==> src/rtl/fifo_sp_ram_ctrl_if.sv <==
// Producer/consumer handshake bundle for fifo_sp_ram_ctrl.
// master = producer/consumer side, slave = the FIFO controller.
interface fifo_sp_ram_ctrl_if #(
    parameter int G_DATA_WIDTH = 8
);
    logic                    wr_en;
    logic                    rd_en;
    logic [G_DATA_WIDTH-1:0] wdata;
    logic [G_DATA_WIDTH-1:0] rdata;
    logic                    rdata_val;
    logic                    fifo_empty;
    logic                    fifo_full;

    modport master (
        output wr_en, rd_en, wdata,
        input  rdata, rdata_val, fifo_empty, fifo_full
    );

    modport slave (
        input  wr_en, rd_en, wdata,
        output rdata, rdata_val, fifo_empty, fifo_full
    );
endinterface

==> src/rtl/fifo_sp_ram_ctrl.sv <==
// Synchronous FIFO controller driving an external RAM with a 1-cycle registered read.
// Optional sticky overflow/underflow outputs when FIFO_SP_RAM_CTRL_ERR_FLAGS_EN is defined.
module fifo_sp_ram_ctrl #(
    parameter int G_DATA_WIDTH = 8,
    parameter int G_ADDR_WIDTH = 10
) (
    input  logic                    clk,
    input  logic                    rst_n,
    fifo_sp_ram_ctrl_if.slave       bus,
    output logic [G_DATA_WIDTH-1:0] wdata_out,
    output logic                    we,
    output logic [G_ADDR_WIDTH-1:0] wr_addr,
    output logic [G_ADDR_WIDTH-1:0] rd_addr,
`ifdef FIFO_SP_RAM_CTRL_ERR_FLAGS_EN
    output logic                    overflow,
    output logic                    underflow,
`endif
    input  logic [G_DATA_WIDTH-1:0] rdata_in
);

    localparam logic [G_ADDR_WIDTH:0]   C_CNT_ZERO = {(G_ADDR_WIDTH+1){1'b0}};
    localparam logic [G_ADDR_WIDTH:0]   C_CNT_ONE  = {{G_ADDR_WIDTH{1'b0}}, 1'b1};
    localparam logic [G_ADDR_WIDTH:0]   C_CNT_FULL = {1'b1, {G_ADDR_WIDTH{1'b0}}};
    localparam logic [G_ADDR_WIDTH-1:0] C_PTR_ZERO = {G_ADDR_WIDTH{1'b0}};
    localparam logic [G_ADDR_WIDTH-1:0] C_PTR_ONE  = {{(G_ADDR_WIDTH-1){1'b0}}, 1'b1};
    localparam logic [G_DATA_WIDTH-1:0] C_DAT_ZERO = {G_DATA_WIDTH{1'b0}};

    logic [G_ADDR_WIDTH-1:0] wr_ptr_r;
    logic [G_ADDR_WIDTH-1:0] rd_ptr_r;
    logic [G_ADDR_WIDTH:0]   count_r;
    logic [G_ADDR_WIDTH:0]   count_next_s;
    logic                    fifo_empty_r;
    logic                    fifo_full_r;
    logic                    pop_d_r;
    logic                    rdata_val_r;
    logic [G_DATA_WIDTH-1:0] rdata_r;
    logic                    push_ok_s;
    logic                    pop_ok_s;

    // Requests are gated by the registered flags only, never by the opposite request.
    assign push_ok_s = bus.wr_en & ~fifo_full_r;
    assign pop_ok_s  = bus.rd_en & ~fifo_empty_r;

    assign we        = push_ok_s;
    assign wdata_out = bus.wdata;
    assign wr_addr   = wr_ptr_r;
    assign rd_addr   = rd_ptr_r;

    assign bus.rdata      = rdata_r;
    assign bus.rdata_val  = rdata_val_r;
    assign bus.fifo_empty = fifo_empty_r;
    assign bus.fifo_full  = fifo_full_r;

    // Next occupancy; simultaneous push and pop leave it unchanged.
    always_comb begin
        count_next_s = count_r;
        case ({push_ok_s, pop_ok_s})
            2'b10:   count_next_s = count_r + C_CNT_ONE;
            2'b01:   count_next_s = count_r - C_CNT_ONE;
            default: count_next_s = count_r;
        endcase
    end

    // Pointers, occupancy and registered status flags.
    always_ff @(posedge clk or negedge rst_n) begin
        if (!rst_n) begin
            wr_ptr_r     <= C_PTR_ZERO;
            rd_ptr_r     <= C_PTR_ZERO;
            count_r      <= C_CNT_ZERO;
            fifo_empty_r <= 1'b1;
            fifo_full_r  <= 1'b0;
        end else begin
            if (push_ok_s) begin
                wr_ptr_r <= wr_ptr_r + C_PTR_ONE;
            end
            if (pop_ok_s) begin
                rd_ptr_r <= rd_ptr_r + C_PTR_ONE;
            end
            count_r      <= count_next_s;
            fifo_empty_r <= (count_next_s == C_CNT_ZERO);
            fifo_full_r  <= (count_next_s == C_CNT_FULL);
        end
    end

    // The RAM registers the word on the pop edge, so it is captured one edge later.
    always_ff @(posedge clk or negedge rst_n) begin
        if (!rst_n) begin
            pop_d_r     <= 1'b0;
            rdata_val_r <= 1'b0;
            rdata_r     <= C_DAT_ZERO;
        end else begin
            pop_d_r     <= pop_ok_s;
            rdata_val_r <= pop_d_r;
            if (pop_d_r) begin
                rdata_r <= rdata_in;
            end
        end
    end

`ifdef FIFO_SP_RAM_CTRL_ERR_FLAGS_EN
    logic overflow_r;
    logic underflow_r;

    assign overflow  = overflow_r;
    assign underflow = underflow_r;

    // Sticky error flags, cleared only by reset.
    always_ff @(posedge clk or negedge rst_n) begin
        if (!rst_n) begin
            overflow_r  <= 1'b0;
            underflow_r <= 1'b0;
        end else begin
            if (bus.wr_en && fifo_full_r) begin
                overflow_r <= 1'b1;
            end
            if (bus.rd_en && fifo_empty_r) begin
                underflow_r <= 1'b1;
            end
        end
    end
`endif

endmodule

==> src/flat_wrapper.sv <==
// flat-port wrapper written by rule: the top's interface ports become plain ports
module fifo_sp_ram_ctrl_flat 
#(
    parameter int G_DATA_WIDTH = 8,
    parameter int G_ADDR_WIDTH = 10
)
  (clk, rst_n, wdata_out, we, wr_addr, rd_addr, rdata_in, bus_wr_en, bus_rd_en, bus_wdata, bus_rdata, bus_rdata_val, bus_fifo_empty, bus_fifo_full);
  fifo_sp_ram_ctrl_if #(.G_DATA_WIDTH(G_DATA_WIDTH)) bus_i ();
  input  logic clk;
  input  logic rst_n;
  output logic [G_DATA_WIDTH-1:0] wdata_out;
  output logic we;
  output logic [G_ADDR_WIDTH-1:0] wr_addr;
  output logic [G_ADDR_WIDTH-1:0] rd_addr;
  input  logic [G_DATA_WIDTH-1:0] rdata_in;
  input wire logic [$bits(bus_i.wr_en)-1:0] bus_wr_en;
  input wire logic [$bits(bus_i.rd_en)-1:0] bus_rd_en;
  input wire logic [$bits(bus_i.wdata)-1:0] bus_wdata;
  output wire logic [$bits(bus_i.rdata)-1:0] bus_rdata;
  output wire logic [$bits(bus_i.rdata_val)-1:0] bus_rdata_val;
  output wire logic [$bits(bus_i.fifo_empty)-1:0] bus_fifo_empty;
  output wire logic [$bits(bus_i.fifo_full)-1:0] bus_fifo_full;
  assign bus_i.wr_en = bus_wr_en;
  assign bus_i.rd_en = bus_rd_en;
  assign bus_i.wdata = bus_wdata;
  assign bus_rdata = bus_i.rdata;
  assign bus_rdata_val = bus_i.rdata_val;
  assign bus_fifo_empty = bus_i.fifo_empty;
  assign bus_fifo_full = bus_i.fifo_full;
  fifo_sp_ram_ctrl #(.G_DATA_WIDTH(G_DATA_WIDTH), .G_ADDR_WIDTH(G_ADDR_WIDTH)) u_core (.clk(clk), .rst_n(rst_n), .bus(bus_i), .wdata_out(wdata_out), .we(we), .wr_addr(wr_addr), .rd_addr(rd_addr), .rdata_in(rdata_in));
endmodule
==> config.mk <==
export PLATFORM = sky130hd
export DESIGN_NAME = fifo_sp_ram_ctrl_flat
export DESIGN_NICKNAME = d
export VERILOG_FILES = /design/src/rtl/fifo_sp_ram_ctrl_if.sv /design/src/rtl/fifo_sp_ram_ctrl.sv /design/src/flat_wrapper.sv
export SDC_FILE = /design/constraint.sdc
export NUM_CORES = 1
export LEC_CHECK = 0
export CORE_MARGIN = 3
export CORE_UTILIZATION = 54
export CTS_CLUSTER_SIZE = 8
export DETAILED_ROUTE_END_ITERATION = 8
export PLACE_DENSITY = 0.85
export SYNTH_ARGS = -nofsm -noshare
export SYNTH_HDL_FRONTEND = slang
export SYNTH_SLANG_ARGS = --single-unit
==> constraint.sdc <==
create_clock -name clk -period 8.1 [get_ports clk]
set_input_delay 1.62 -clock clk [delete_from_list [all_inputs] [get_ports clk]]
set_output_delay 1.62 -clock clk [all_outputs]
set_load 0.05 [all_outputs]
==> out/results.tsv <==
metric	value	unit
Max Clock Freq	198	MHz
First DRT Iteration DRCs	82	
vias in the first global route	1780	
run status	finished clean	
Core Area	0.00453	mm²
antenna violations before repair	0	
Hold Crit Depth	1	
Max Transition Viols Final	0	
worst r2r path cells	12	
Initial Utilization	0.578	
synthesized area	0.00262	mm²
max-cap violations	0	
main flop type after synthesis	dfrtp_1	
Leak Pwr	1.24	nW
final setup margin	3.06	ns
Syn Area/Cell	10.1	µm²
dpl cell area	0.00295	mm²
Slowest cell on crit path	clkdlybuf4s50_1	
# H-tree levels	2	
CTS Buffer Depth	2	
Clock transition at path regs	0.08	ns
worst-path cell chain	clkdlybuf4s50_1 -> nor2b_1 -> clkdlybuf4s50_1	
Final setup viols	0	
# diodes	0	
worst slack at placement	2.78	ns
die width	75.7	µm
worst r2r dst	u_core.bus.fifo_full	
TNS Setup	0	ns
I/O pins	60	
type of origin of the critical path	input port	
Post-synth EDFFs	0	
clk root buf	clkbuf_8	
remaining design rule violation count	0	
fin crit share	0.623	
Slew HR	0.392	
Die Height	75.7	µm
DRT Pass-1 Iters	4	
Pwr Density	350	mW/mm²
Tot Pwr	1.08	mW
CP max stage delay	0.91	ns
aggregate global-route resource usage	0.185	
Worst Hold Launch	u_core.rd_addr[9]	
Hold Crit Class	reg2reg	
most used cell, CP	clkdlybuf4s50_1	
reg-to-reg slack, setup	4.47	ns
worst skew pair latency	0.29	ns
Seq cells post-synth	43	
GPL Wtd Cong	0.871	
Cells after Synth	260	
RSZ-0062 raised after global routing	false	
hold endpoint	u_core.rd_addr[9]	
dpl hpwl	3630	µm
Worst Path Max Fanout	7	
required time worst endpoint	6.48	ns
cts hold-fix bufs	0	
Post-DRT Antenna Nets	0	
IO buf count	43	
total CTS buffers	5	
pin slew with the least headroom to its limit	0.912	ns
Worst Clk Skew	0.00628	ns
Setup Fix Bufs, Post-CTS	0	
crit path kind	in2out	
largest net degree at the start of global routing	44	
TritonCTS clock tree	built	
layout cells sized above 1	0.109	
vias per std cell	5.75	
Seq/Total Area, Yosys	0.411	
asr flop ratio synth	1.00	
Via Count	2006	
reg-to-reg startpoint	u_core.bus.fifo_full	
post-route cell area	0.00309	mm²
Worst Setup End Kind	primary output	
fin nets	308	
maximum vdd drop	0.179	mV
clock sink total	43	
post-cts sizing count	0	
routed wire length	5030	µm
Period minus WS final	5.04	ns
post-DR wirelength/cell	14.4	µm
Area Overhead vs Synth	17.7	%
Hold Vio Cnt, Final	0	
die area	0.00573	mm²
Mapped Nets	285	
Filler Cell Count	328	
Yosys warning count	0	
first-pass GRT wire length	8130	µm
Netlist cell types	56	
grt total ovfl	0	
row count	24	
Critical Path AT	3.42	ns
[through the flow]
stage | hold WS [ns] | instances | util
after floorplan | 0.352 | 260 | -
after global placement | 0.462 | 341 | 0.651
after detailed placement | 0.465 | 341 | 0.651
after CTS | 0.476 | 349 | 0.680
after global routing | 0.494 | 349 | 0.680
final | 0.473 | 349 | 0.680
[sequential cells by signal (all words and copies together), names as in the netlist]
signal and flops:
u_core.bus.fifo_empty 1, u_core.bus.fifo_full 1, u_core.bus.rdata 8, u_core.bus.rdata_val 1
u_core.count_r 11, u_core.pop_d_r 1, u_core.rd_addr 10, u_core.wr_addr 10
[critical path: cells and delay by family]
family / cells / cell delay (ns)
buffers and inverters: 2 / 1.36
and+or+nand+nor: 1 / 0.44
[worst max-delay path by stage]
stage | end | slack (ns) | start
2_1_floorplan | u_core.bus.fifo_empty | 2.96 | bus_wr_en
3_3_place_gp | u_core.bus.fifo_empty | 2.91 | bus_wr_en
3_5_place_dp | u_core.bus.fifo_full | 2.78 | bus_wr_en
4_1_cts | we | 3.02 | bus_wr_en
5_1_grt | u_core.bus.fifo_full | 2.81 | bus_wr_en
6_report | we | 3.06 | bus_wr_en
[synth_stat cells, types with 2 or more instances]
cell / count / share of area
o21ai_1: 3 / 0.0057
nand2_1: 17 / 0.024
o31a_1: 2 / 0.0067
clkbuf_1: 5 / 0.0072
dfrtp_1: 42 / 0.40
and2_1: 2 / 0.0048
mux2i_1: 4 / 0.015
and3b_1: 3 / 0.010
xnor2_1: 20 / 0.067
nor2b_1: 4 / 0.0095
and4b_1: 4 / 0.015
o21ai_0: 5 / 0.0095
buf_2: 8 / 0.015
ha_1: 5 / 0.024
nor2_1: 16 / 0.023
a2111o_1: 2 / 0.0086
nor3b_1: 2 / 0.0057
a211oi_1: 5 / 0.014
mux2_2: 11 / 0.047
a21o_1: 3 / 0.0086
inv_1: 7 / 0.010
buf_4: 8 / 0.023
buf_6: 5 / 0.021
o211ai_1: 3 / 0.0086
nand4_1: 6 / 0.014
nand3_1: 9 / 0.017
nor4_2: 2 / 0.0095
and3_1: 3 / 0.0072
a211o_1: 2 / 0.0067
xor2_1: 6 / 0.020
and4_1: 2 / 0.0067
a21oi_1: 16 / 0.031
nor3_1: 5 / 0.0095
[power by group]
group	switching, mW	total [mW]	internal, mW
registers	0.117	0.397	0.280
logic	0.291	0.490	0.199
clock network	0.0701	0.193	0.123
total	0.478	1.08	0.602
[layer usage]
| metal | GRT usage | vias up | part of all wire |
|---|---|---|---|
| met4 | 0.0738 | 0 | 0.013 |
| met2 | 0.313 | 70 | 0.45 |
| met1 | 0.232 | 960 | 0.47 |
| li1 | - | 969 | - |
| met3 | 0.0396 | 7 | 0.067 |
| met5 | 0 | - | 0 |
[logic make-up (layout without fill, tap and decap cells)]
kind of cell / after synthesis / count (layout) / share of synthesized area
compound gates: 51 / 51 / 0.143
mux: 15 / 15 / 0.0625
simple gates: 85 / 85 / 0.193
fa+ha+maj: 5 / 5 / 0.0239
buf+inv: 35 / 59 / 0.0802
flops: 43 / 43 / 0.411
xor+xnor: 26 / 26 / 0.0868
[layout make-up]
type                    count  area [µm²]  area share
flip-flops and latches     43        1080       0.349
clock inverters             2        60.1      0.0195
multi-input cells         182        1340       0.433
well taps                  65        81.3      0.0264
inverters                   7        26.3     0.00852
repair buffers             44         433       0.140
clock buffers               6        72.6      0.0235
[placed cells by master (no fill, tap or decap), types with 4 or more instances in the layout]
| cell | Yosys | routed |
|---|---|---|
| a211oi_1 | 5 | 5 |
| a21oi_1 | 16 | 16 |
| and4b_1 | 4 | 4 |
| clkbuf_8 | 0 | 5 |
| clkdlybuf4s50_1 | 0 | 42 |
| dfrtp_1 | 42 | 42 |
| ha_1 | 5 | 5 |
| inv_1 | 7 | 7 |
| mux2_2 | 11 | 11 |
| mux2i_1 | 4 | 4 |
| nand2_1 | 17 | 17 |
| nand3_1 | 9 | 9 |
| nand4_1 | 6 | 6 |
| nor2_1 | 16 | 16 |
| nor2b_1 | 4 | 4 |
| nor3_1 | 5 | 5 |
| o21ai_0 | 5 | 5 |
| xnor2_1 | 20 | 20 |
| xor2_1 | 6 | 6 |
Power figures use the tool's default switching activity.
